`src/rtl/csr_trap_sequencer_pkg.sv`:
```
// Shared definitions for the CSR trap sequencer:
// CSR addresses, mstatus fields, trap kinds, FSM states.
package csr_trap_sequencer_pkg;

  localparam logic [11:0] CSR_MSTATUS = 12'h300;
  localparam logic [11:0] CSR_MTVEC   = 12'h305;
  localparam logic [11:0] CSR_MEPC    = 12'h341;
  localparam logic [11:0] CSR_MCAUSE  = 12'h342;

  localparam int MSTATUS_MIE    = 3;
  localparam int MSTATUS_MPIE   = 7;
  localparam int MSTATUS_MPP_LO = 11;
  localparam int MSTATUS_MPP_HI = 12;

  typedef enum logic [1:0] {
    TRAP_RSVD0 = 2'b00,
    TRAP_ECALL = 2'b01,
    TRAP_MRET  = 2'b10,
    TRAP_RSVD3 = 2'b11
  } trap_kind_e;

  typedef enum logic [2:0] {
    ST_IDLE     = 3'd0,
    ST_INSN_WR  = 3'd1,
    ST_EPC_WR   = 3'd2,
    ST_CAUSE_WR = 3'd3,
    ST_STAT_WR  = 3'd4,
    ST_REDIR    = 3'd5
  } state_e;

endpackage

```
`src/rtl/csr_trap_sequencer_if.sv`:
```
// Request, CSR-file and redirect signals around the
// trap sequencer; slave is the sequencer side.
interface csr_trap_sequencer_if #(
  parameter int XLEN = 32
);

  logic            insn_valid;
  logic            insn_ready;
  logic [11:0]     insn_addr;
  logic [XLEN-1:0] insn_wdata;
  logic            insn_wen;

  logic            trap_valid;
  logic            trap_ready;
  logic [1:0]      trap_kind;
  logic [XLEN-1:0] trap_pc;

  logic [XLEN-1:0] csr_mstatus;
  logic [XLEN-1:0] csr_mepc;
  logic [XLEN-1:0] csr_mtvec;

  logic            csr_wvalid;
  logic            csr_wready;
  logic [11:0]     csr_waddr;
  logic [XLEN-1:0] csr_wdata;

  logic            redirect_valid;
  logic            redirect_ready;
  logic [XLEN-1:0] redirect_pc;

  modport master (
    output insn_valid, insn_addr, insn_wdata, insn_wen,
    output trap_valid, trap_kind, trap_pc,
    output csr_mstatus, csr_mepc, csr_mtvec,
    output csr_wready, redirect_ready,
    input  insn_ready, trap_ready,
    input  csr_wvalid, csr_waddr, csr_wdata,
    input  redirect_valid, redirect_pc
  );

  modport slave (
    input  insn_valid, insn_addr, insn_wdata, insn_wen,
    input  trap_valid, trap_kind, trap_pc,
    input  csr_mstatus, csr_mepc, csr_mtvec,
    input  csr_wready, redirect_ready,
    output insn_ready, trap_ready,
    output csr_wvalid, csr_waddr, csr_wdata,
    output redirect_valid, redirect_pc
  );

endinterface

```
`src/rtl/csr_mstatus_update.sv`:
```
// mstatus rewrite on trap entry (ecall) and
// trap return (mret); other kinds pass through.
module csr_mstatus_update
  import csr_trap_sequencer_pkg::*;
#(
  parameter int XLEN = 32
) (
  input  trap_kind_e      kind,
  input  logic [XLEN-1:0] old_val,
  output logic [XLEN-1:0] new_val
);

  always_comb begin
    new_val = old_val;
    unique case (1'b1)
      (kind == TRAP_ECALL): begin
        new_val[MSTATUS_MPIE] = old_val[MSTATUS_MIE];
        new_val[MSTATUS_MIE]  = 1'b0;
        new_val[MSTATUS_MPP_HI:MSTATUS_MPP_LO] = 2'b11;
      end
      (kind == TRAP_MRET): begin
        new_val[MSTATUS_MIE]  = old_val[MSTATUS_MPIE];
        new_val[MSTATUS_MPIE] = 1'b1;
        new_val[MSTATUS_MPP_HI:MSTATUS_MPP_LO] = 2'b11;
      end
      default: ;
    endcase
  end

endmodule

```
`src/rtl/csr_trap_sequencer.sv`:
```
// Owns the CSR write port: serialises CSR-insn writes
// and ecall/mret write sequences, then redirects the PC.
module csr_trap_sequencer
  import csr_trap_sequencer_pkg::*;
#(
  parameter int              XLEN        = 32,
  parameter logic [XLEN-1:0] ECALL_CAUSE = XLEN'(32'hb)
) (
  input  logic                 clk,
  input  logic                 rst,
  csr_trap_sequencer_if.slave  bus,
  output logic                 busy
);

  state_e          state;
  state_e          state_n;

  logic [11:0]     s_addr;
  logic [XLEN-1:0] s_wdata;
  trap_kind_e      s_kind;
  logic [XLEN-1:0] s_pc;
  logic [XLEN-1:0] s_mstatus;
  logic [XLEN-1:0] s_mepc;
  logic [XLEN-1:0] s_mtvec;
  logic [XLEN-1:0] new_mstatus;

  logic            idle;
  logic            trap_fire;
  logic            insn_fire;
  trap_kind_e      kind_in;

  assign kind_in = trap_kind_e'(bus.trap_kind);
  assign idle    = (state == ST_IDLE);
  assign busy    = ~idle;

  // trap requests take priority over a coincident insn write
  assign bus.trap_ready = idle;
  assign bus.insn_ready = idle & ~bus.trap_valid;

  assign trap_fire = bus.trap_valid & bus.trap_ready;
  assign insn_fire = bus.insn_valid & bus.insn_ready;

  csr_mstatus_update #(
    .XLEN (XLEN)
  ) u_mstatus_update (
    .kind    (s_kind),
    .old_val (s_mstatus),
    .new_val (new_mstatus)
  );

  always_ff @(posedge clk or negedge rst) begin
    if (!rst) begin
      s_addr    <= '0;
      s_wdata   <= '0;
      s_kind    <= TRAP_RSVD0;
      s_pc      <= '0;
      s_mstatus <= '0;
      s_mepc    <= '0;
      s_mtvec   <= '0;
    end else begin
      if (trap_fire) begin
        s_kind <= kind_in;
        s_pc   <= bus.trap_pc;
      end
      if (insn_fire) begin
        s_addr  <= bus.insn_addr;
        s_wdata <= bus.insn_wdata;
      end
      if (trap_fire || insn_fire) begin
        s_mstatus <= bus.csr_mstatus;
        s_mepc    <= bus.csr_mepc;
        s_mtvec   <= bus.csr_mtvec;
      end
    end
  end

  always_ff @(posedge clk or negedge rst) begin
    if (!rst) begin
      state <= ST_IDLE;
    end else begin
      state <= state_n;
    end
  end

  // outputs come only from state and the snapshot
  always_comb begin
    state_n            = state;
    bus.csr_wvalid     = 1'b0;
    bus.csr_waddr      = '0;
    bus.csr_wdata      = '0;
    bus.redirect_valid = 1'b0;
    bus.redirect_pc    = '0;
    unique case (state)
      ST_IDLE: begin
        if (trap_fire) begin
          unique case (1'b1)
            (kind_in == TRAP_ECALL): state_n = ST_EPC_WR;
            (kind_in == TRAP_MRET):  state_n = ST_STAT_WR;
            default:                 state_n = ST_IDLE;
          endcase
        end else if (insn_fire && bus.insn_wen) begin
          state_n = ST_INSN_WR;
        end
      end
      ST_INSN_WR: begin
        bus.csr_wvalid = 1'b1;
        bus.csr_waddr  = s_addr;
        bus.csr_wdata  = s_wdata;
        if (bus.csr_wready) state_n = ST_IDLE;
      end
      ST_EPC_WR: begin
        bus.csr_wvalid = 1'b1;
        bus.csr_waddr  = CSR_MEPC;
        bus.csr_wdata  = s_pc;
        if (bus.csr_wready) state_n = ST_CAUSE_WR;
      end
      ST_CAUSE_WR: begin
        bus.csr_wvalid = 1'b1;
        bus.csr_waddr  = CSR_MCAUSE;
        bus.csr_wdata  = ECALL_CAUSE;
        if (bus.csr_wready) state_n = ST_STAT_WR;
      end
      ST_STAT_WR: begin
        bus.csr_wvalid = 1'b1;
        bus.csr_waddr  = CSR_MSTATUS;
        bus.csr_wdata  = new_mstatus;
        if (bus.csr_wready) state_n = ST_REDIR;
      end
      ST_REDIR: begin
        bus.redirect_valid = 1'b1;
        bus.redirect_pc    = (s_kind == TRAP_ECALL) ?
                             {s_mtvec[XLEN-1:2], 2'b00} :
                             s_mepc;
        if (bus.redirect_ready) state_n = ST_IDLE;
      end
      default: state_n = ST_IDLE;
    endcase
  end

endmodule

```
`src/flat_wrapper.sv`:
```
// flat-port wrapper written by rule: the top's interface ports become plain ports
module csr_trap_sequencer_flat import csr_trap_sequencer_pkg::*;
#(
  parameter int              XLEN        = 32,
  parameter logic [XLEN-1:0] ECALL_CAUSE = XLEN'(32'hb)
)
  (clk, rst, busy, bus_insn_valid, bus_insn_addr, bus_insn_wdata, bus_insn_wen, bus_trap_valid, bus_trap_kind, bus_trap_pc, bus_csr_mstatus, bus_csr_mepc, bus_csr_mtvec, bus_csr_wready, bus_redirect_ready, bus_insn_ready, bus_trap_ready, bus_csr_wvalid, bus_csr_waddr, bus_csr_wdata, bus_redirect_valid, bus_redirect_pc);
  csr_trap_sequencer_if #(.XLEN(XLEN)) bus_i ();
  input  logic clk;
  input  logic rst;
  output logic busy;
  input wire logic [$bits(bus_i.insn_valid)-1:0] bus_insn_valid;
  input wire logic [$bits(bus_i.insn_addr)-1:0] bus_insn_addr;
  input wire logic [$bits(bus_i.insn_wdata)-1:0] bus_insn_wdata;
  input wire logic [$bits(bus_i.insn_wen)-1:0] bus_insn_wen;
  input wire logic [$bits(bus_i.trap_valid)-1:0] bus_trap_valid;
  input wire logic [$bits(bus_i.trap_kind)-1:0] bus_trap_kind;
  input wire logic [$bits(bus_i.trap_pc)-1:0] bus_trap_pc;
  input wire logic [$bits(bus_i.csr_mstatus)-1:0] bus_csr_mstatus;
  input wire logic [$bits(bus_i.csr_mepc)-1:0] bus_csr_mepc;
  input wire logic [$bits(bus_i.csr_mtvec)-1:0] bus_csr_mtvec;
  input wire logic [$bits(bus_i.csr_wready)-1:0] bus_csr_wready;
  input wire logic [$bits(bus_i.redirect_ready)-1:0] bus_redirect_ready;
  output wire logic [$bits(bus_i.insn_ready)-1:0] bus_insn_ready;
  output wire logic [$bits(bus_i.trap_ready)-1:0] bus_trap_ready;
  output wire logic [$bits(bus_i.csr_wvalid)-1:0] bus_csr_wvalid;
  output wire logic [$bits(bus_i.csr_waddr)-1:0] bus_csr_waddr;
  output wire logic [$bits(bus_i.csr_wdata)-1:0] bus_csr_wdata;
  output wire logic [$bits(bus_i.redirect_valid)-1:0] bus_redirect_valid;
  output wire logic [$bits(bus_i.redirect_pc)-1:0] bus_redirect_pc;
  assign bus_i.insn_valid = bus_insn_valid;
  assign bus_i.insn_addr = bus_insn_addr;
  assign bus_i.insn_wdata = bus_insn_wdata;
  assign bus_i.insn_wen = bus_insn_wen;
  assign bus_i.trap_valid = bus_trap_valid;
  assign bus_i.trap_kind = bus_trap_kind;
  assign bus_i.trap_pc = bus_trap_pc;
  assign bus_i.csr_mstatus = bus_csr_mstatus;
  assign bus_i.csr_mepc = bus_csr_mepc;
  assign bus_i.csr_mtvec = bus_csr_mtvec;
  assign bus_i.csr_wready = bus_csr_wready;
  assign bus_i.redirect_ready = bus_redirect_ready;
  assign bus_insn_ready = bus_i.insn_ready;
  assign bus_trap_ready = bus_i.trap_ready;
  assign bus_csr_wvalid = bus_i.csr_wvalid;
  assign bus_csr_waddr = bus_i.csr_waddr;
  assign bus_csr_wdata = bus_i.csr_wdata;
  assign bus_redirect_valid = bus_i.redirect_valid;
  assign bus_redirect_pc = bus_i.redirect_pc;
  csr_trap_sequencer #(.XLEN(XLEN), .ECALL_CAUSE(ECALL_CAUSE)) u_core (.clk(clk), .rst(rst), .bus(bus_i), .busy(busy));
endmodule
```
`config.mk`:
```
export PLATFORM = sky130hd
export DESIGN_NAME = csr_trap_sequencer_flat
export DESIGN_NICKNAME = d
export VERILOG_FILES = /design/src/rtl/csr_trap_sequencer_pkg.sv /design/src/rtl/csr_trap_sequencer_if.sv /design/src/rtl/csr_mstatus_update.sv /design/src/rtl/csr_trap_sequencer.sv /design/src/flat_wrapper.sv
export SDC_FILE = /design/constraint.sdc
export NUM_CORES = 1
export LEC_CHECK = 0
export ABC_AREA = 1
export BUFFER_PORTS_ARGS = -buffer_cell sky130_fd_sc_hd__buf_4
export CAP_MARGIN = 10
export CORE_MARGIN = 2
export CORE_UTILIZATION = 25
export CTS_CLUSTER_DIAMETER = 40
export DETAILED_ROUTE_END_ITERATION = 6
export SLEW_MARGIN = 10
export SYNTH_ARGS = -nofsm -noshare
export SYNTH_HDL_FRONTEND = slang
export SYNTH_SLANG_ARGS = --single-unit
```
`constraint.sdc`:
```
create_clock -name clk -period 1.95 [get_ports clk]
set_input_delay 0.39 -clock clk [delete_from_list [all_inputs] [get_ports clk]]
set_output_delay 0.39 -clock clk [all_outputs]
set_load 0.02 [all_outputs]
```
# After elaboration in Yosys (flattened, before gate mapping)
# Cells that the tools add are included.
# W data, S select, Z words.
# classes
eq_ne	15
muxes	18
bitwise_logic	5
reduce_logical	6
# ops
cell	n
$pmux W32 S4	1
$mux W32	2
$pmux W12 S4	1
$mux W3	7
$pmux W3 S6	1
$ne A2 B2 Y1 const B	5
$eq A3 B2 Y1 const B	2
$eq A3 B3 Y1 const B	2
$pmux W3 S2	1
$reduce_and A6 Y1	1
$eq A2 B1 Y1 const B	2
$eq A2 B2 Y1 const B	2
$pmux W1 S2	2
$reduce_or A4 Y1	1
$and A1 B1 Y1	3
$eq A3 B1 Y1 const B	1
$logic_not A3 Y1	1
$ne A3 B3 Y1 const B	1
$mux W1	2
$mux W2	1
$not A1 Y1	2
$reduce_or A2 Y1	1
$logic_and A1 B1 Y1	1
$logic_or A1 B1 Y1	1
# word_totals
register_bits	177
inputBits	181
out_inout_bits	81
elab_cells	52

# Depth between registers and ports, before layout
# Gate-level depths: netlist (run 1).
# depth
depth_word	7
depth_mapped	9

# Modules after synthesis
# From an unflattened synthesis (run 1), not the netlist that was laid out.
# unflattened
hier_cells	1057
hier_area_um2	8375.5
# by_module_without_submodules
module	n_inst	cells_per_inst	area_per_inst_um2	seq_area_each_um2
csr_trap_sequencer	1	1014	8075.2	4379.2
csr_mstatus_update	1	43	300.3	0.0

# Worst setup path after synthesis (run 1)
# OpenSTA, ideal clock, no wires.
# synth_timing
path_type	register to output
from	register u_core.state[1]
to	output bus_redirect_pc[23]
arrival_time_ns	1.678
required_time_ns	1.560
slack_ns	-0.118
stages_incl_launch_ff	7
path_buffers	1
cell_sequence	dfrtp_1 inv_1 nand2_1 nor2_1 inv_1 clkbuf_1 a21oi_1
# synth_via
elab_chain_cells	2
# synth_rtl
item	line	rtl
from (decl)	csr_trap_sequencer.sv:15	state_e state;
from (signal assigned)	csr_trap_sequencer.sv:81	state <= state_n;
$eq A3 B3 Y1	csr_trap_sequencer.sv:93	unique case (state)
$mux W32	csr_trap_sequencer.sv:93	
to (decl)	flat_wrapper.sv:30	output wire logic [$bits(bus_i.redirect_pc)-1:0] bus_redirect_pc;
# Every way passes these cells.

# Worst setup path in the final report (run 1)
# layout_timing
from	register u_core.state[0]
to	output bus_csr_wdata[4]
# layout_via
elab_chain_cells	2
# layout_rtl
item	line	rtl
$eq A3 B3 Y1, or another cell as far along	csr_trap_sequencer.sv:93	
$pmux W32 S4 *	csr_trap_sequencer.sv:93	
to (decl)	flat_wrapper.sv:28	output wire logic [$bits(bus_i.csr_wdata)-1:0] bus_csr_wdata;
# Mark *: on every way between the ends. The rest lies on a longest branch, timed or not.

==> run_results.csv, run 1 <==
group,metric,value,unit
grt,grt-ovfl-total,0,
outcome,violations,"setup timing",
worst_setup_path,crit_start,"u_core.state[0]",
final_layout,num_antenna_cells,0,
final_layout,final-instance-count-excl-fill,1778,
worst_setup_path,cp_max_fo,9,
synthesis,netlist-cell-type-count,28,
drt,wl,29500,um
synthesis,synth_warnings,0,
worst_setup_path,cp-start-kind,"flop",
worst_setup_path,r2r_start,"u_core.state[2]",
clock_tree,clock_path_buffers,2,
placed_design,dp_hpwl,18700,um
placed_design,gp_congestion,0.824,
clock_tree,h-tree-depth,4,
final_layout,fin_nets,1507,
clock_tree,cts_made_buffers,17,
sta,layout_min_cycle_time,2.24,ns
synthesis,synth_commonest_cells,"nand2_1 (417), dfrtp_1 (175), o21ai_0 (148), inv_1 (65), nand2_2 (60)",
outcome,status,"finished, violations left",
synthesis,ys_async_sr_fraction,100,%
final_layout,fin_util,39.4,%
worst_setup_path,critPathRequiredTime,1.56,ns
synthesis,synth_top_area_share,52.5,%
synthesis,synth_edf_count,0,
grt,grt_pass1_vias,8099,
worst_hold_path,holdCritPathClass,"in -> reg",
drt,drc,0,
sta,setup_viol,77,
synthesis,ys_seq_area_share,52.5,%
drt,drt-pass1-iter-count,5,
worst_setup_path,worst_r2r_path_depth,14,
final_layout,seq_area,4380,sq um
clock_tree,insertion_delay,0.42,ns
placed_design,placedCellCount,1706,
worst_setup_path,rrSetupSlack,0.05,ns
placed_design,io_buffers,259,
synthesis,avgSynthCellArea,8.09,sq um
sta,fin_ws,-0.285,ns
worst_setup_path,r2r-end,"u_core.state[1]",
pwr,p_leak,6.26,nW
floorplanning,dieHeight,187,um
grt,met2_usage,26.5,%
sta,hold_viol,0,
sta,skew,0.00861,ns
run,drv_cap,0,
drt,drtIter0Drc,422,
floorplanning,initial_core_util,25.5,%
drt,wl_per_cell,16.6,um
floorplanning,ioPinCount,262,
floorplanning,core_area,32700,sq um
sta,whs,0.158,ns
synthesis,synthFlopType,"dfrtp_1",
grt,grt_max_degree,62,
floorplanning,dieArea,34900,sq um
synthesis,synth_nets,1215,
grt,antenna_found_initial,0,
worst_setup_path,cp-end-kind,"output port",
worst_setup_path,arrival,1.85,ns
floorplanning,die_x,187,um
floorplanning,row_count,66,
grt,grt_usage,16.2,%
synthesis,synthTopCellsByArea,"dfrtp_1 (52%), nand2_1 (19%), o21ai_0 (8.9%)",
clock_tree,cts_tree,"built",
sta,drv_slew,0,
sta,fmax,0.447,GHz
pwr,vdd_drop_max,0.698,mV
sta,finalCritPeriodShare,115,%
grt,use_met3,3.59,%
synthesis,synth.ff_latch_count,175,
drt,antenna_left,0,
final_layout,multi_input_area,3860,sq um
synthesis,syn-cell-area,8350,sq um
final_layout,drive_gt1_share,39.5,%
worst_setup_path,path_class,"reg -> out",
drt,dr_total_vias,7979,
synthesis,syn_inst,1032,
sta,relSlewSlack,66.8,%
sta,worstMarginPinSlew,0.498,ns
synthesis,synth.most_common_cell,"nand2_1",
final_layout,n_fill_cell,3372,
grt,grt_pass1_wl,44900,um
clock_tree,clk_pin_slew_worst_paths,0.07,ns
drt,viasPerCell,4.49,
pwr,p_per_area,1630,nW/um^2
clock_tree,clockRootBuffer,"clkbuf_16",
final_layout,syn_to_final_growth,54.4,%
sta,rsz0062_at_grt,"true",
worst_setup_path,crit_end,"bus_csr_wdata[4]",
synthesis,yosys.area.top_type,"dfrtp_1",
grt,met1_usage,21.5,%
sta,tns,-15.59,ns
grt,busiest_layer,"met2",
clock_tree,clock-sinks,175,
kinds of logic after synthesis:
group,synth area share (%)
adder cells (fa/ha/maj),0.300
AO/OA/AOI/OAI,13.7
buffers and inverters,7.54
AND/OR/NAND/NOR,26.0
flip-flops,52.5
metrics by stage:
stage / setup slack (ns) / power, mW / area (sq um)
after floorplan: 0.0130 / 11.7 / 8380
after global placement: 0.0539 / 15.1 / 11000
after detailed placement: 0.0400 / 15.3 / 11000
after CTS: -0.292 / 19.6 / 12100
after global routing: -0.361 / 22.5 / 12900
final: -0.285 / 21.1 / 12900
cell usage in the layout (no fill, tap or decap), types with 23 or more instances in the layout:
cell and count:
nand2_2 80, inv_1 55, o211ai_1 28, buf_12 23
buf_4 252, buf_6 47, dfrtp_1 172, nand2_1 390
clkbuf_16 25, o21ai_0 142
cell type report:
cell class	count	area share (%)
Inverter	66	2.16
Multi-Input combinational cell	726	29.9
Clock inverter	13	1.17
Clock buffer	18	3.33
Sequential cell	175	34.0
Timing Repair Buffer	338	25.1
Tap cell	442	4.29
layer usage:
layer  share of wire, %  vias up
li1                   -     3858
met2                 48      227
met5                  0        -
met3                4.8       31
met1                 46     3863
met4                1.7        0
state kept, by name (all words and copies together), names as in the netlist:
| name | flops |
|---|---|
| u_core.s_mstatus | 32 |
| u_core.state | 3 |
| u_core.s_pc | 32 |
| u_core.s_addr | 12 |
| u_core.s_mtvec | 30 |
| u_core.s_kind | 2 |
| u_core.s_mepc | 32 |
| u_core.s_wdata | 32 |
repair_timing:
item / in CTS / in global routing
pin swaps: 5 / 18
buffers inserted: 14 / 14
hold buffers: 1 / 0
setup endpoints to repair: 77 / 80
resized for setup: 74 / 123
cloned: 4 / 10
hold endpoints to repair: 38 / 0
worst min path at each step:
| stage | to | from | depth (start not counted) |
|---|---|---|---|
| floorplan | u_core.s_addr[0] | rst | 0 |
| global placement | u_core.s_wdata[16] | rst | 1 |
| detailed placement | u_core.s_wdata[16] | rst | 1 |
| CTS | u_core.s_pc[25] | bus_trap_pc[25] | 3 |
| global route | u_core.s_pc[7] | bus_trap_pc[7] | 3 |
| finish | u_core.s_pc[21] | bus_trap_pc[21] | 3 |
critical path, cell delays in order (launching register included):
cell and delay (ns):
dfrtp_2 0.46, buf_4 0.16, nor2_4 0.11, buf_12 0.17, clkbuf_16 0.18, nand2_1 0.05, o211ai_1 0.11, buf_4 0.18
where the power goes:
| part | internal (mW) | total [mW] | switching, mW |
|---|---|---|---|
| Clock | 1.91 | 3.50 | 1.59 |
| Combinational | 4.71 | 11.1 | 6.41 |
| Sequential | 5.42 | 6.44 | 1.02 |
Power figures use the tool's default switching activity.
==> run 2, diff against run 1 <==
- SLEW_MARGIN: 10 -> 20
- SYNTH_HIERARCHICAL: unset -> 1
==> run_results.csv, run 2 <==
group,metric,value,unit
worst_setup_path,cp_max_fo,7,
pwr,p_total,19.4,mW
synthesis,synth.ff_latch_count,175,
final_layout,n_fill_cell,3374,
placed_design,dp_hpwl,17400,um
synthesis,netlist-cell-type-count,24,
synthesis,yosys.area.top_type,"dfrtp_1",
worst_hold_path,hold_depth,3,
final_layout,postLayoutCellArea,12700,sq um
floorplanning,ioPinCount,262,
sta,fin_ws,-0.318,ns
sta,finalCritPeriodShare,116,%
synthesis,synth.most_common_cell,"nand2_1",
worst_setup_path,arrival,1.88,ns
worst_setup_path,cp.depth,7,
sta,whs,0.143,ns
synthesis,synthFlopType,"dfrtp_1",
floorplanning,row_count,67,
synthesis,syn-cell-area,8380,sq um
sta,drv_slew,0,
sta,skew,0.00874,ns
run,drv_cap,0,
grt,antenna_found_initial,4,
clock_tree,h-tree-depth,4,
placed_design,place_ws,0.0467,ns
outcome,status,"finished, violations left",
placed_design,gp_congestion,0.837,
clock_tree,cts_tree,"built",
final_layout,drive_gt1_share,36.3,%
grt,grt-ovfl-total,0,
synthesis,synth_top_area_share,52.3,%
synthesis,synth_commonest_cells,"nand2_1 (417), dfrtp_1 (175), o21ai_0 (152), nor2_1 (75), inv_1 (63)",
sta,worstMarginPinSlew,0.456,ns
clock_tree,cts_made_buffers,17,
grt,grt_pass1_wl,43600,um
final_layout,multi_input_area,3660,sq um
worst_setup_path,path_class,"reg -> out",
floorplanning,core_area,33300,sq um
clock_tree,clock-sinks,175,
drt,drc,0,
grt,grt_pass1_vias,7840,
final_layout,final_cell_mix,"nand2_1 (407), buf_4 (262), dfrtp_1 (171)",
synthesis,synth_edf_count,0,
pwr,p_leak,6.24,nW
floorplanning,dieHeight,187,um
sta,hold_viol,0,
floorplanning,dieArea,35000,sq um
synthesis,avgSynthCellArea,7.92,sq um
worst_setup_path,critPathRequiredTime,1.56,ns
worst_setup_path,worst_r2r_path_depth,10,
worst_setup_path,slowest_delay,0.47,ns
synthesis,syn_inst,1057,
clock_tree,insertion_delay,0.45,ns
clock_tree,clk_pin_slew_worst_paths,0.07,ns
worst_setup_path,crit_chain,"buf_4 -> nand3_4 -> clkinv_8 -> buf_12 -> clkbuf_16 -> buf_4 -> buf_4",
final_layout,syn_to_final_growth,52.1,%
sta,tns,-17.25,ns
placed_design,place_area,10800,sq um
floorplanning,die_x,187,um
pwr,p_per_area,1520,nW/um^2
synthesis,ys_seq_area_share,52.3,%
worst_hold_path,holdCritPathClass,"in -> reg",
outcome,violations,"setup timing",
clock_tree,clockRootBuffer,"clkbuf_16",
drt,wl,29700,um
drt,viasPerCell,4.46,
worst_setup_path,slowest_stage,"dfrtp_2",
drt,dr_total_vias,7944,
drt,drtIter0Drc,480,
sta,rsz0062_at_grt,"true",
synthesis,synth_warnings,6,
worst_setup_path,cp-start-kind,"flop",
final_layout,fin_nets,1504,
grt,grt_max_degree,63,
synthesis,synthTopCellsByArea,"dfrtp_1 (52%), nand2_1 (19%), o21ai_0 (9.1%)",
worst_setup_path,worst-path-buf-inv,6,
drt,wl_per_cell,16.7,um
sta,setup_viol,78,
sta,layout_min_cycle_time,2.27,ns
synthesis,ys_async_sr_fraction,100,%
grt,grt_usage,15.9,%
final_layout,seq_area,4380,sq um
final_layout,final_common_cell,"nand2_1",
placed_design,io_buffers,259,
worst_setup_path,crit_top_cell,"buf_4",
synthesis,synth_nets,1241,
clock_tree,clock_path_buffers,2,
drt,antenna_left,0,
pwr,vdd_drop_max,0.739,mV
sta,relSlewSlack,69.6,%
worst_setup_path,cp-end-kind,"output port",
drt,drt-pass1-iter-count,5,
sta,fmax,0.441,GHz
worst_setup_path,cp_top_family,"buffers and inverters",
floorplanning,initial_core_util,25.2,%
## run 2: cell types whose count changed after synthesis, sizes merged, moves of 2 or more
cell / before / now
nor2: 19 / 79
nand2: 478 / 419
buf: 36 / 69
a21oi: 31 / 1
o21ai: 151 / 175
clkbuf: 29 / 25
nand4: 3 / 1
nor3: 2 / 0
or2: 0 / 2
## run 2: worst paths after layout
check,end,slack (ns),from
max,bus_redirect_valid,-0.32,u_core/state[0]
min,u_core/s_pc[8],0.14,bus_trap_pc[8]
max reg2reg,u_core/s_mepc[13],0.09,u_core/state[1]
min reg2reg,u_core/s_pc[29],0.48,u_core/s_pc[29]
max in group asynchronous,u_core/s_mepc[3],0.84,rst
min in group asynchronous,u_core/s_pc[17],0.45,rst
## run 2: what timing repair did
| item | in CTS | in global routing |
|---|---|---|
| gates cloned | 5 | 14 |
| hold endpoints to repair | 35 | 0 |
| endpoints found under the setup margin | 78 | 80 |
| gates resized for setup | 70 | 172 |
| pin swaps | 4 | 46 |
| setup buffers | 10 | 18 |
| hold buffers | 1 | 0 |
## run 2: logic make-up (layout without fill, tap and decap cells)
kind of cell,count (synthesis),in the layout,share of synthesized area (%)
AND/OR/NAND/NOR,510,510,23.6
AO/OA/AOI/OAI,209,209,13.5
flip-flops,175,175,52.3
buffers and inverters,160,436,10.1
adder cells (fa/ha/maj),3,3,0.448
other,0,2,0
## run 2: cell type report
class,count,share of cell area (%)
sequential,175,34.4
inverter,66,2.26
multi-input combinational,722,28.8
clock buffer,17,3.34
tap,448,4.40
clock inverter,15,1.30
antenna,2,0.0393
timing repair buffer,338,25.5
## run 2: tightest hold or removal path, delay by kind of cell
family                 cells  cell delay [ns]
buffers and inverters      1             0.08
AND/OR/NAND/NOR            2             0.09
## run 2: through the flow
step	util, %	instances
2_1_floorplan	-	1057
3_3_place_gp	32.4	1706
3_5_place_dp	32.4	1706
4_1_cts	35.5	1754
5_1_grt	38.3	1782
6_report	38.3	1783
## run 2: power by group
part | leakage, nW | switching [mW] | total, mW | internal [mW]
combinational | 3.81 | 5.36 | 9.42 | 4.05
clock | 0.284 | 1.69 | 3.51 | 1.82
sequential | 2.15 | 1.05 | 6.44 | 5.39
## run 2: layer usage
metal	wire, um	track usage (%)	up-vias
li1	-	-	3849
met1	12600	20.3	3804
met2	14400	25.5	254
met3	2200	5.35	33
met4	488	4.95	4
met5	27	0	-
==> run 3, diff against run 2 <==
- TNS_END_PERCENT: unset -> 50
- clock period: 1.95 -> 1.8 ns (I/O delays scaled with it)
==> run_results.csv, run 3 (same netlist as run 2, synthesis figures left out) <==
group,metric,value,unit
outcome,violations,"setup timing",
final_layout,final_common_cell,"nand2_1",
clock_tree,clock_path_buffers,2,
sta,rsz0062_at_grt,"true",
placed_design,gp_congestion,0.818,
worst_setup_path,cp-start-kind,"flop",
sta,relSlewSlack,72.6,%
clock_tree,clock-sinks,175,
sta,layout_min_cycle_time,2.23,ns
placed_design,io_buffers,259,
drt,viasPerCell,4.49,
floorplanning,row_count,67,
placed_design,dp_hpwl,17600,um
placed_design,place_area,10800,sq um
final_layout,drive_gt1_share,35.0,%
clock_tree,clk_pin_slew_worst_paths,0.08,ns
pwr,p_leak,6.38,nW
worst_setup_path,rrSetupSlack,-0.16,ns
sta,whs,0.128,ns
worst_setup_path,cp_max_fo,5,
sta,fin_ws,-0.431,ns
pwr,p_total,20.5,mW
grt,grt-ovfl-total,0,
clock_tree,clockRootBuffer,"clkbuf_16",
pwr,p_per_area,1650,nW/um^2
drt,dr_total_vias,7992,
sta,setup_viol,193,
sta,finalCritPeriodShare,124,%
worst_setup_path,arrival,1.87,ns
run,drv_cap,0,
drt,drtIter0Drc,448,
final_layout,final_cell_mix,"nand2_1 (360), buf_4 (272), dfrtp_1 (172)",
worst_hold_path,holdCritPathClass,"in -> reg",
drt,wl,30200,um
sta,hold_viol,0,
floorplanning,die_x,187,um
drt,drc,0,
worst_setup_path,path_class,"reg -> out",
clock_tree,insertion_delay,0.43,ns
drt,drt-pass1-iter-count,5,
worst_setup_path,critPathRequiredTime,1.44,ns
grt,grt_pass1_wl,44100,um
final_layout,postLayoutCellArea,12500,sq um
sta,worstMarginPinSlew,0.411,ns
grt,grt_max_degree,62,
grt,antenna_found_initial,1,
drt,wl_per_cell,17.0,um
floorplanning,dieArea,35000,sq um
placed_design,place_ws,-0.00997,ns
worst_setup_path,cp-end-kind,"output port",
clock_tree,h-tree-depth,4,
grt,grt_usage,16.0,%
outcome,status,"finished, violations left",
clock_tree,cts_tree,"built",
floorplanning,dieHeight,187,um
final_layout,syn_to_final_growth,48.7,%
floorplanning,ioPinCount,262,
sta,fmax,0.448,GHz
pwr,vdd_drop_max,0.720,mV
floorplanning,initial_core_util,25.2,%
sta,skew,0.00937,ns
clock_tree,cts_made_buffers,17,
sta,drv_slew,0,
floorplanning,core_area,33300,sq um
grt,grt_pass1_vias,7970,
drt,antenna_left,0,
final_layout,fin_nets,1500,
run 3: where the power goes:
part           switching [mW]  total (mW)  internal, mW
logic                    5.54        9.61          4.07
registers                1.09        6.93          5.84
clock network            1.74        3.97          2.23
total                    8.38        20.5          12.1
run 3: layout make-up:
cell class                 instances  area (sq um)
fill                            3389         20800
sequential                       175          4380
multi-input combinational        722          3520
timing repair buffer             334          3100
tap                              448           561
clock buffer                      19           433
inverter                          66           273
clock inverter                    13           176
antenna                            1          2.50
run 3: worst paths after layout:
kind,startpoint,endpoint,cells after the start
worst max-delay path,u_core/state[1],bus_csr_wdata[24],6
worst min-delay path,bus_trap_pc[8],u_core/s_pc[8],3
worst max register to register,u_core/state[2],u_core/s_mtvec[22],14
worst min register to register,u_core/s_pc[23],u_core/s_pc[23],2
max in group asynchronous,rst,u_core/s_mepc[30],3
min in group asynchronous,rst,u_core/s_pc[15],2
run 3: per-layer routing:
layer  global-route usage [%]  part of all wire (%)  routed length [um]
met5                        0                 0.040                  12
met2                     25.7                    48               14500
met4                     3.45                   1.2                 374
met3                     5.29                   8.7                2620
met1                     20.8                    42               12700
run 3: stage by stage:
| stage | instances | setup TNS [ns] | util (%) |
|---|---|---|---|
| floorplan | 1057 | 0 | - |
| global placement | 1708 | 0 | 32.4 |
| detailed placement | 1708 | -0.00997 | 32.4 |
| CTS | 1757 | -26.20 | 35.6 |
| global route | 1777 | -57.65 | 37.4 |
| finish | 1778 | -39.20 | 37.4 |
run 3: what timing repair did:
item | in CTS | in global routing
hold buffers | 1 | 0
setup endpoints to repair | 80 | 192
endpoints found under the hold margin | 35 | 0
pin swaps | 10 | 32
resized for setup | 68 | 108
setup buffers | 11 | 11
gates cloned | 5 | 12
run 3: critical path: stages, from the launching register on:
cell	delay, ns
dfrtp_2	0.45
inv_2	0.14
nand3_4	0.16
buf_4	0.18
buf_8	0.14
o211ai_1	0.18
buf_4	0.18
